--- config.mk ---
export PLATFORM = sky130hd
export DESIGN_NAME = npu_sdram_dma
export DESIGN_NICKNAME = d
export VERILOG_FILES = /design/src/rtl/npu_sdram_dma.sv
export SDC_FILE = /design/constraint.sdc
export NUM_CORES = 1
export LEC_CHECK = 0
export CAP_MARGIN = 20
export CORE_AREA = 8 8 243 245
export CTS_CLUSTER_SIZE = 28
export DETAILED_ROUTE_END_ITERATION = 12
export DIE_AREA = 0 0 251 253
export PLACE_DENSITY = 0.78
export SETUP_SLACK_MARGIN = 0.5
export SLEW_MARGIN = 30
export SYNTH_ARGS = -nofsm -noshare
export SYNTH_HDL_FRONTEND = slang
export SYNTH_SLANG_ARGS = --single-unit
--- constraint.sdc ---
create_clock -name clk -period 10.4 [get_ports clk]
set_input_delay 2.08 -clock clk [delete_from_list [all_inputs] [get_ports clk]]
set_output_delay 2.08 -clock clk [all_outputs]
set_load 0.02 [all_outputs]
--- src/rtl/npu_sdram_dma.sv ---
// npu_sdram_dma
//   Moves bursts of DW-bit beats between HPS SDRAM (through the SDRAM
//   wrapper's rw/read/write conduits) and an on-chip NPU tile buffer.
//   One command at a time; read = SDRAM -> buffer, write = buffer -> SDRAM.
//
// Ports
//   clk, reset            : clock, synchronous active-high reset
//   cmd_*                 : command handshake from the NPU sequencer
//   busy, done, err       : status (done is a 1-cycle pulse, err is sticky)
//   rw_addr, rw_cnt       : burst address / beat count to the wrapper
//   rw_done               : burst-complete pulse from the wrapper
//   read_start/data/valid : read conduit
//   write_start/data/nxt  : write conduit (write_data is the prefetch head)
//   buf_wr_*              : tile-buffer write port (registered)
//   buf_rd_*              : tile-buffer read port (1-cycle read latency)
module npu_sdram_dma #(
    parameter int BUF_AW = 10,
    parameter int DW     = 128
) (
    input  logic              clk,
    input  logic              reset,
    input  logic              cmd_valid,
    output logic              cmd_ready,
    input  logic              cmd_write,
    input  logic [31:0]       cmd_sdram_addr,
    input  logic [BUF_AW-1:0] cmd_buf_addr,
    input  logic [10:0]       cmd_len,
    output logic              busy,
    output logic              done,
    output logic              err,
    output logic [31:0]       rw_addr,
    output logic [10:0]       rw_cnt,
    input  logic              rw_done,
    output logic              read_start,
    input  logic [DW-1:0]     read_data,
    input  logic              read_valid,
    output logic              write_start,
    output logic [DW-1:0]     write_data,
    input  logic              write_nxt,
    output logic              buf_wr_en,
    output logic [BUF_AW-1:0] buf_wr_addr,
    output logic [DW-1:0]     buf_wr_data,
    output logic              buf_rd_en,
    output logic [BUF_AW-1:0] buf_rd_addr,
    input  logic [DW-1:0]     buf_rd_data
);

    typedef enum logic [2:0] {
        IDLE, CHECK, RD_START, RD_DATA, WR_PRIME, WR_START, WR_DATA, DONE
    } state_t;

    state_t            state;
    logic              dir_wr;
    logic [31:0]       sd_addr;
    logic [BUF_AW-1:0] buf_base;
    logic [10:0]       len;
    logic [10:0]       issued;   // buffer reads issued (write direction)
    logic [10:0]       beats;    // beats written to buffer / popped to wrapper

    // 2-entry prefetch FIFO, head always in fifo0
    logic [DW-1:0]     fifo0, fifo1;
    logic [1:0]        occ;
    logic              inflight; // buffer read issued last cycle, data arrives now

    logic              pop, issue, rd_take, wr_phase;
    logic [2:0]        level;

    always_comb begin
        wr_phase = (state == WR_PRIME) || (state == WR_START) || (state == WR_DATA);
        pop      = (state == WR_DATA) && write_nxt && (occ != 2'd0) && (beats < len);
        level    = 3'(occ) + 3'(inflight);
        // Counting the same-cycle pop lets the refill go out with the pop,
        // which is what keeps back-to-back write_nxt bubble-free.
        issue    = wr_phase && (issued < len) && (level < (3'd2 + 3'(pop)));
        rd_take  = (state == RD_DATA) && read_valid && (beats < len);

        buf_rd_en   = issue;
        buf_rd_addr = issue ? (buf_base + BUF_AW'(issued)) : '0;
        write_data  = (occ != 2'd0) ? fifo0 : '0;
    end

    always_ff @(posedge clk) begin
        if (reset) begin
            state       <= IDLE;
            dir_wr      <= 1'b0;
            sd_addr     <= '0;
            buf_base    <= '0;
            len         <= '0;
            issued      <= '0;
            beats       <= '0;
            fifo0       <= '0;
            fifo1       <= '0;
            occ         <= '0;
            inflight    <= 1'b0;
            cmd_ready   <= 1'b1;
            busy        <= 1'b0;
            done        <= 1'b0;
            err         <= 1'b0;
            rw_addr     <= '0;
            rw_cnt      <= '0;
            read_start  <= 1'b0;
            write_start <= 1'b0;
            buf_wr_en   <= 1'b0;
            buf_wr_addr <= '0;
            buf_wr_data <= '0;
        end else begin
            done        <= 1'b0;
            read_start  <= 1'b0;
            write_start <= 1'b0;
            buf_wr_en   <= 1'b0;
            inflight    <= issue;
            if (issue) issued <= issued + 11'd1;

            // Prefetch FIFO; anything still landing after the command ends is dropped.
            if (state == IDLE || state == DONE) begin
                occ <= 2'd0;
            end else begin
                case ({pop, inflight})
                    2'b01: begin
                        if (occ == 2'd0) fifo0 <= buf_rd_data;
                        else             fifo1 <= buf_rd_data;
                        occ <= occ + 2'd1;
                    end
                    2'b10: begin
                        fifo0 <= fifo1;
                        occ   <= occ - 2'd1;
                    end
                    2'b11: begin
                        if (occ == 2'd1) fifo0 <= buf_rd_data;
                        else begin
                            fifo0 <= fifo1;
                            fifo1 <= buf_rd_data;
                        end
                    end
                    default: ;
                endcase
            end

            case (state)
                IDLE: begin
                    if (cmd_valid) begin
                        dir_wr    <= cmd_write;
                        sd_addr   <= cmd_sdram_addr;
                        buf_base  <= cmd_buf_addr;
                        len       <= cmd_len;
                        issued    <= '0;
                        beats     <= '0;
                        err       <= 1'b0;
                        cmd_ready <= 1'b0;
                        busy      <= 1'b1;
                        state     <= CHECK;
                    end
                end
                CHECK: begin
                    if (len == 11'd0 || len > 11'd1024 || sd_addr[3:0] != 4'd0) begin
                        err   <= 1'b1;
                        done  <= 1'b1;
                        state <= DONE;
                    end else begin
                        rw_addr <= sd_addr;
                        rw_cnt  <= len;
                        if (dir_wr) state <= WR_PRIME;
                        else begin
                            read_start <= 1'b1;
                            state      <= RD_START;
                        end
                    end
                end
                RD_START: state <= RD_DATA;
                RD_DATA: begin
                    if (rd_take) begin
                        buf_wr_en   <= 1'b1;
                        buf_wr_addr <= buf_base + BUF_AW'(beats);
                        buf_wr_data <= read_data;
                        beats       <= beats + 11'd1;
                    end else if (read_valid) begin
                        err <= 1'b1;            // beat beyond len
                    end
                    if (rw_done) begin
                        if ((beats + 11'(rd_take)) < len) err <= 1'b1;
                        done  <= 1'b1;
                        state <= DONE;
                    end
                end
                WR_PRIME: begin
                    // head is either already held or arriving this edge
                    if (occ != 2'd0 || inflight) begin
                        write_start <= 1'b1;
                        state       <= WR_START;
                    end
                end
                WR_START: state <= WR_DATA;
                WR_DATA: begin
                    if (pop) beats <= beats + 11'd1;
                    else if (write_nxt) err <= 1'b1;   // underflow or beyond len
                    if (rw_done) begin
                        if ((beats + 11'(pop)) != len) err <= 1'b1;
                        done  <= 1'b1;
                        state <= DONE;
                    end
                end
                DONE: begin
                    rw_addr   <= '0;
                    rw_cnt    <= '0;
                    busy      <= 1'b0;
                    cmd_ready <= 1'b1;
                    state     <= IDLE;
                end
                default: state <= IDLE;
            endcase
        end
    end

endmodule
==> run_results.csv, run 1 <==
group,metric,value,unit
run_status,status,"complete, no violations",
logic_synthesis,synthFlopType,"dfxtp_1",
cts,cts_buffers,55,
detailed_routing,routed_wirelength,79.6,mm
logic_synthesis,syn_area_per_cell,8.05,um^2
layout,final_util,55.2,%
die,die_area,63500,um^2
timing,finalHoldViolCount,0,
timing,worst_slew_pin_slew,0.974,ns
worst_setup_path,end_kind,"output pin",
placement,gp_congestion,0.924,
detailed_routing,ant_nets,0,
power_and_ir_drop,p_per_area,182,nW/um^2
logic_synthesis,synth_largest_area_cell,"dfxtp_1",
placement,pre_cts_ws,3.32,ns
worst_setup_path,crit_path_top_delay_cell,"clkdlybuf4s50_1",
timing,setup_slack,3.30,ns
detailed_routing,initialDrtViolationCount,1441,
timing,tns,0,ns
grt,track_usage,23.5,%
worst_setup_path,slowest_delay,0.66,ns
cts,cts_resized,0,
placement,placedCellCount,3885,
worst_setup_path,path_common_cell,"clkdlybuf4s50_1",
logic_synthesis,synthCells,2727,
timing,timing.fmax,141,MHz
cts,clkSinkCount,526,
detailed_routing,dr.pass1.iters,5,
grt,grt.busiest_layer,"met2",
logic_synthesis,synth_cell_types,52,
cts,h-tree-depth,2,
timing,finalSetupViolations,0,
layout,instances_no_fill,4004,
grt,grt_pass1_vias,20230,
logic_synthesis,synth_top_area_share,48.0,%
timing,whs,0.452,ns
grt,use_met1,26.4,%
detailed_routing,routed_via_density,5.34,
logic_synthesis,async_flop_share,0,%
cts,root_buffer,"clkbuf_16",
hold_path,holdCritPathClass,"flip-flop to flip-flop",
grt,grt_overflow_total,0,
cts,hold_buffers,0,
cts,cts_setup_buffers,0,
die,rows,87,
timing,fin_worst_skew,0.0172,ns
grt,grt_pass1_wl,119,mm
placement,dp_hpwl,55.3,mm
die,start_util,39.5,%
flow_run,maxCapViolations,0,
cts,cts.path.max_buffers,3,
power_and_ir_drop,ir_drop,145,uV
worst_setup_path,timing_worst_setup_path_type,"input pin to output pin",
timing,min_period_over_period,68.3,%
layout,fin_area,30600,um^2
timing,period_needed,7.10,ns
die,ioPinCount,643,
logic_synthesis,ys_seq_area_share,48.0,%
layout,regArea,10500,um^2
logic_synthesis,synth_edf_count,0,
layout,fillers,5036,
placement,io_buffers,642,
worst_setup_path,cp.required,8.32,ns
layout,drive_above_1_share,4.03,%
timing,rsz0062_at_grt,"false",
worst_setup_path,startpoint_type,"input pin",
layout,final_nets,3610,
layout,multi_input_area,10600,um^2
grt,use_met3,7.71,%
logic_synthesis,yosys_warnings,0,
grt,use_met2,39.4,%
die,core-area,55500,um^2
worst_setup_path,worstPathMaxFanout,19,
detailed_routing,drc_errors,0,
grt,grt_antenna_before_repair,30,
cts,cts_tree,"done",
timing,drv_slew,0,
detailed_routing,wl_per_cell,19.9,um
power_and_ir_drop,total_power,5.57,mW
cts,insertion_delay,0.60,ns
worst_setup_path,worst_ep_arrival_time,5.02,ns
timing,slew_headroom,35.1,%
logic_synthesis,ys_seq_elements,526,
logic_synthesis,yosys-top-cells-area,"dfxtp_1 (48%), nand2_1 (11%), a21oi_1 (8.1%)",
die,fp.dieH,253,um
detailed_routing,num_vias,21396,
layout,area_growth,39.6,%
worst_setup_path,path_cells,"clkdlybuf4s50_1 > nand4b_1 > or4_1 > o21a_1 > o211a_2 > or2_1 > nor4_1 > clkdlybuf4s50_1",
grt,grt_max_degree,189,
logic_synthesis,syn_nets,3107,
logic_synthesis,syn_area,21900,um^2
die,die_w,251,um
placement,dpl_cell_area,28800,um^2
cts,path_clk_slew,0.06,ns
power_and_ir_drop,leakagePower,10.4,nW
state kept, by name (all words and copies together) (netlist names), 2 cells and up:
signal / cells
fifo1: 128
rw_cnt: 11
state: 3
len: 11
buf_wr_addr: 10
issued: 11
fifo0: 128
occ: 2
rw_addr: 32
sd_addr: 32
buf_wr_data: 128
beats: 11
buf_base: 10
per-layer routing:
layer  routed length (um)  up-vias
li1                     -    10311
met1                29900    10036
met2                37800      827
met3                 7180      206
met4                 4610       16
met5                  114        -
logic make-up (layout without fill, tap and decap cells):
family / Yosys count / in the layout / share of synthesized area (%)
AND/OR/NAND/NOR: 1243 / 1243 / 24.6
AO/OA/AOI/OAI: 581 / 581 / 16.6
flip-flops: 526 / 526 / 48.0
buffers and inverters: 241 / 786 / 4.14
adder cells (fa/ha/maj): 64 / 64 / 3.72
XOR/XNOR: 55 / 55 / 2.19
multiplexers: 17 / 17 / 0.775
other: 0 / 20 / 0
path summary, 6_finish.rpt:
path,from,to,slack [ns],cells past startpoint
setup / recovery,write_nxt,buf_rd_addr[9],3.30,8
hold / removal,buf_wr_data[96]$_SDFFE_PP0P_,buf_wr_data[96]$_SDFFE_PP0P_,0.45,2
setup reg to reg,beats[2]$_SDFFE_PP0P_,err$_SDFFE_PP0P_,5.16,17
hold reg to reg,buf_wr_data[96]$_SDFFE_PP0P_,buf_wr_data[96]$_SDFFE_PP0P_,0.45,2
final cells by class:
class	instances	area share (%)
antenna	20	0.163
clock buffer	76	5.21
clock inverter	23	0.772
inverter	23	0.290
multi-input combinational	1960	34.6
sequential	526	34.4
tap	712	2.91
timing repair buffer	664	21.7
where the power goes:
part	switching (mW)	internal [mW]	leakage (nW)	total, mW
Sequential	0.143	2.22	4.25	2.36
Combinational	0.733	0.496	5.27	1.23
Clock	0.836	1.15	0.908	1.98
critical path: cells and delay by family:
family                 cells  cell delay [ns]
AOI/OAI and AO/OA          2             0.32
buffers and inverters      2             1.16
and+or+nand+nor            4             1.45
layout by cell type (no fill, tap or decap), drive strengths merged, types with 9 or more instances in the layout:
master,n
nor2b,135
a211oi,11
clkdlybuf4s50,641
nor4,9
diode,20
a21o,10
mux2i,17
nor2,211
nor3,140
xor2,16
clkinv,17
a22o,24
o21a,9
xnor2,39
nand2,669
a21oi,354
buf,23
ha,62
and2,12
inv,24
clkbuf,76
nand3,24
a221oi,129
o21ai,19
dfxtp,526
cell usage after synthesis, types with 8 or more instances:
library cell  number
nand2_1          669
dfxtp_1          526
a21oi_1          354
nor2_1           211
clkbuf_1         206
nor3_1           140
nor2b_1          135
a221oi_1         129
ha_1              62
xnor2_1           39
a22o_1            24
nand3_1           24
inv_1             21
o21ai_0           19
mux2i_1           17
xor2_1            16
and2_1            12
a211oi_1          11
a21o_1            10
buf_1              9
nor4_1             9
o21a_1             9
nand4_1            8
Power figures use the tool's default switching activity.
==> run 2, diff against run 1 <==
- CORE_AREA: 8 8 243 245 -> 8 8 242 244
- DIE_AREA: 0 0 251 253 -> 0 0 250 252
- PLACE_DENSITY: 0.78 -> 0.81
- clock period: 10.4 -> 5.7 ns (I/O delays scaled with it)
==> run 2 against run 1 <==
Sequential share of layout area shrank 0.20 points. Routed wire length grew 0.96%. First-iteration DRC count grew 1.2%. Total power grew 84%. Combinational power grew 87%. Clock power grew 84%. Largest power group unchanged.
==> run_results.csv, run 2 (synthesized netlist as in run 1, its figures left out) <==
group,metric,value,unit
grt,grt_antenna_before_repair,24,
power_and_ir_drop,p_per_area,332,nW/um^2
cts,clkSinkCount,526,
detailed_routing,ant_nets,0,
timing,finalHoldViolCount,0,
detailed_routing,top_layer,"met5",
timing,timing.fmax,201,MHz
grt,grt_pass1_wl,121,mm
timing,min_period_over_period,87.4,%
detailed_routing,num_vias,21499,
layout,final_common_cell,"nand2_1",
grt,grt_overflow_total,0,
detailed_routing,drc_errors,0,
layout,drive_above_1_share,4.41,%
cts,cts_tree,"done",
detailed_routing,wl_met3,6.92,mm
cts,path_clk_slew,0.06,ns
timing,finalSetupViolations,0,
die,die_w,250,um
worst_setup_path,cp.required,4.56,ns
die,start_util,40.2,%
worst_setup_path,startpoint_type,"input pin",
flow_run,maxCapViolations,0,
die,fp.dieH,252,um
die,ioPinCount,643,
power_and_ir_drop,leakagePower,10.5,nW
die,rows,86,
detailed_routing,routed_wirelength,80.4,mm
worst_setup_path,worst_ep_arrival_time,3.84,ns
die,core-area,54700,um^2
detailed_routing,wl_per_cell,20.0,um
power_and_ir_drop,ir_drop,273,uV
cts,cts.path.max_buffers,3,
timing,period_needed,4.98,ns
cts,insertion_delay,0.60,ns
cts,cts_setup_buffers,0,
worst_setup_path,end_kind,"output pin",
layout,top_regs,"buf_wr_data (128), fifo0 (128), fifo1 (128)",
timing,drv_slew,0,
worst_setup_path,worstPathMaxFanout,19,
detailed_routing,dr.pass1.iters,7,
placement,placedCellCount,3889,
detailed_routing,routed_via_density,5.36,
grt,grt_max_degree,208,
grt,track_usage,24.0,%
timing,fin_worst_skew,0.0244,ns
timing,tns,0,ns
worst_setup_path,r2r_slack,1.07,ns
grt,grt_pass1_vias,20579,
layout,area_growth,40.5,%
cts,cts_buffers,56,
detailed_routing,routed-wl-met2,39.8,mm
layout,final_nets,3624,
timing,rsz0062_at_grt,"false",
worst_setup_path,reg2reg_from,"len[2]$_SDFFE_PP0P_",
hold_path,holdPathEnd,"sd_addr[3]$_SDFFE_PP0P_",
layout,instances_no_fill,4012,
die,die_area,63000,um^2
run_status,status,"complete, no violations",
placement,dp_hpwl,56.4,mm
timing,slew_headroom,28.5,%
timing,worst_slew_pin_slew,1.07,ns
hold_path,min_from,"sd_addr[3]$_SDFFE_PP0P_",
worst_setup_path,reg2reg_to,"err$_SDFFE_PP0P_",
worst_setup_path,timing_worst_setup_path_type,"input pin to output pin",
hold_path,hold_depth,2,
placement,gp_congestion,0.963,
cts,root_buffer,"clkbuf_16",
cts,h-tree-depth,2,
placement,io_buffers,642,
hold_path,holdCritPathClass,"flip-flop to flip-flop",
detailed_routing,wl_met1,29.9,mm
detailed_routing,initialDrtViolationCount,1459,
layout,final_cell_mix,"nand2_1 (668), clkdlybuf4s50_1 (640), dfxtp_1 (526)",
worst_setup_path,r2r_cells,18,
## run 2: cell count changes in the layout (fill, tap and decap cells not counted), sizes merged
cell and delta:
diode -2, clkinvlp -1, clkbuf +5, clkdlybuf4s50 -1, dlymetal6s2s +1, inv +2
clkinv -1, buf +13
## run 2: critical path, cell delays in order
cell	delay [ns]
clkdlybuf4s50_1	0.52
nand4b_1	0.15
or4_1	0.43
o21a_1	0.13
o211a_2	0.20
or2_4	0.34
inv_1	0.17
and2_1	0.15
clkdlybuf4s50_1	0.60
## run 2: per-layer routing
metal  GRT usage [%]  vias up
met4            11.7       12
met2            41.6      799
met1            26.4    10183
met3            7.74      153
met5               0        -
li1                -    10352
## run 2: where the power goes
group / total [mW] / switching (mW) / internal (mW) / leakage [nW]
clock: 3.64 / 1.53 / 2.11 / 0.916
combinational: 2.30 / 1.37 / 0.927 / 5.38
sequential: 4.29 / 0.242 / 4.05 / 4.25
total: 10.2 / 3.15 / 7.09 / 10.5
## run 2: worst max path at each step
| stage | startpoint | to | slack (ns) | cells after the start |
|---|---|---|---|---|
| 2_1_floorplan | write_nxt | buf_rd_addr[9] | 1.35 | 8 |
| 3_3_place_gp | write_nxt | buf_rd_addr[9] | 0.58 | 8 |
| 3_5_place_dp | write_nxt | buf_rd_addr[9] | 0.55 | 8 |
| 4_1_cts | write_nxt | buf_rd_addr[9] | 0.51 | 8 |
| 5_1_grt | write_nxt | buf_rd_addr[1] | 0.58 | 9 |
| 6_report | write_nxt | buf_rd_addr[1] | 0.72 | 9 |
## run 2: timing repair
item | CTS | global route
setup endpoints to repair | 0 | 4
resized for setup | 0 | 3
hold buffers | 0 | 0
## run 2: layout make-up
cell class / count / area (um^2)
Tap cell: 704 / 881
Sequential cell: 526 / 10500
Clock inverter: 23 / 229
Clock buffer: 81 / 1620
Fill cell: 4801 / 23800
Inverter: 23 / 88.8
Antenna cell: 18 / 45.0
Timing Repair Buffer: 677 / 6830
Multi-Input combinational cell: 1960 / 10600
## run 2: metrics by stage
step | area, um^2 | setup slack, ns | util [%] | total power, mW | hold slack [ns]
4_1_cts | 30700 | 0.512 | 56.3 | 10.3 | 0.450
3_5_place_dp | 28900 | 0.547 | 52.9 | 6.65 | 0.443
5_1_grt | 30800 | 0.576 | 56.4 | 10.7 | 0.466
3_3_place_gp | 28900 | 0.578 | 52.8 | 6.59 | 0.432
6_report | 30800 | 0.721 | 56.4 | 10.2 | 0.450
2_1_floorplan | 21900 | 1.35 | - | 5.73 | 0.431
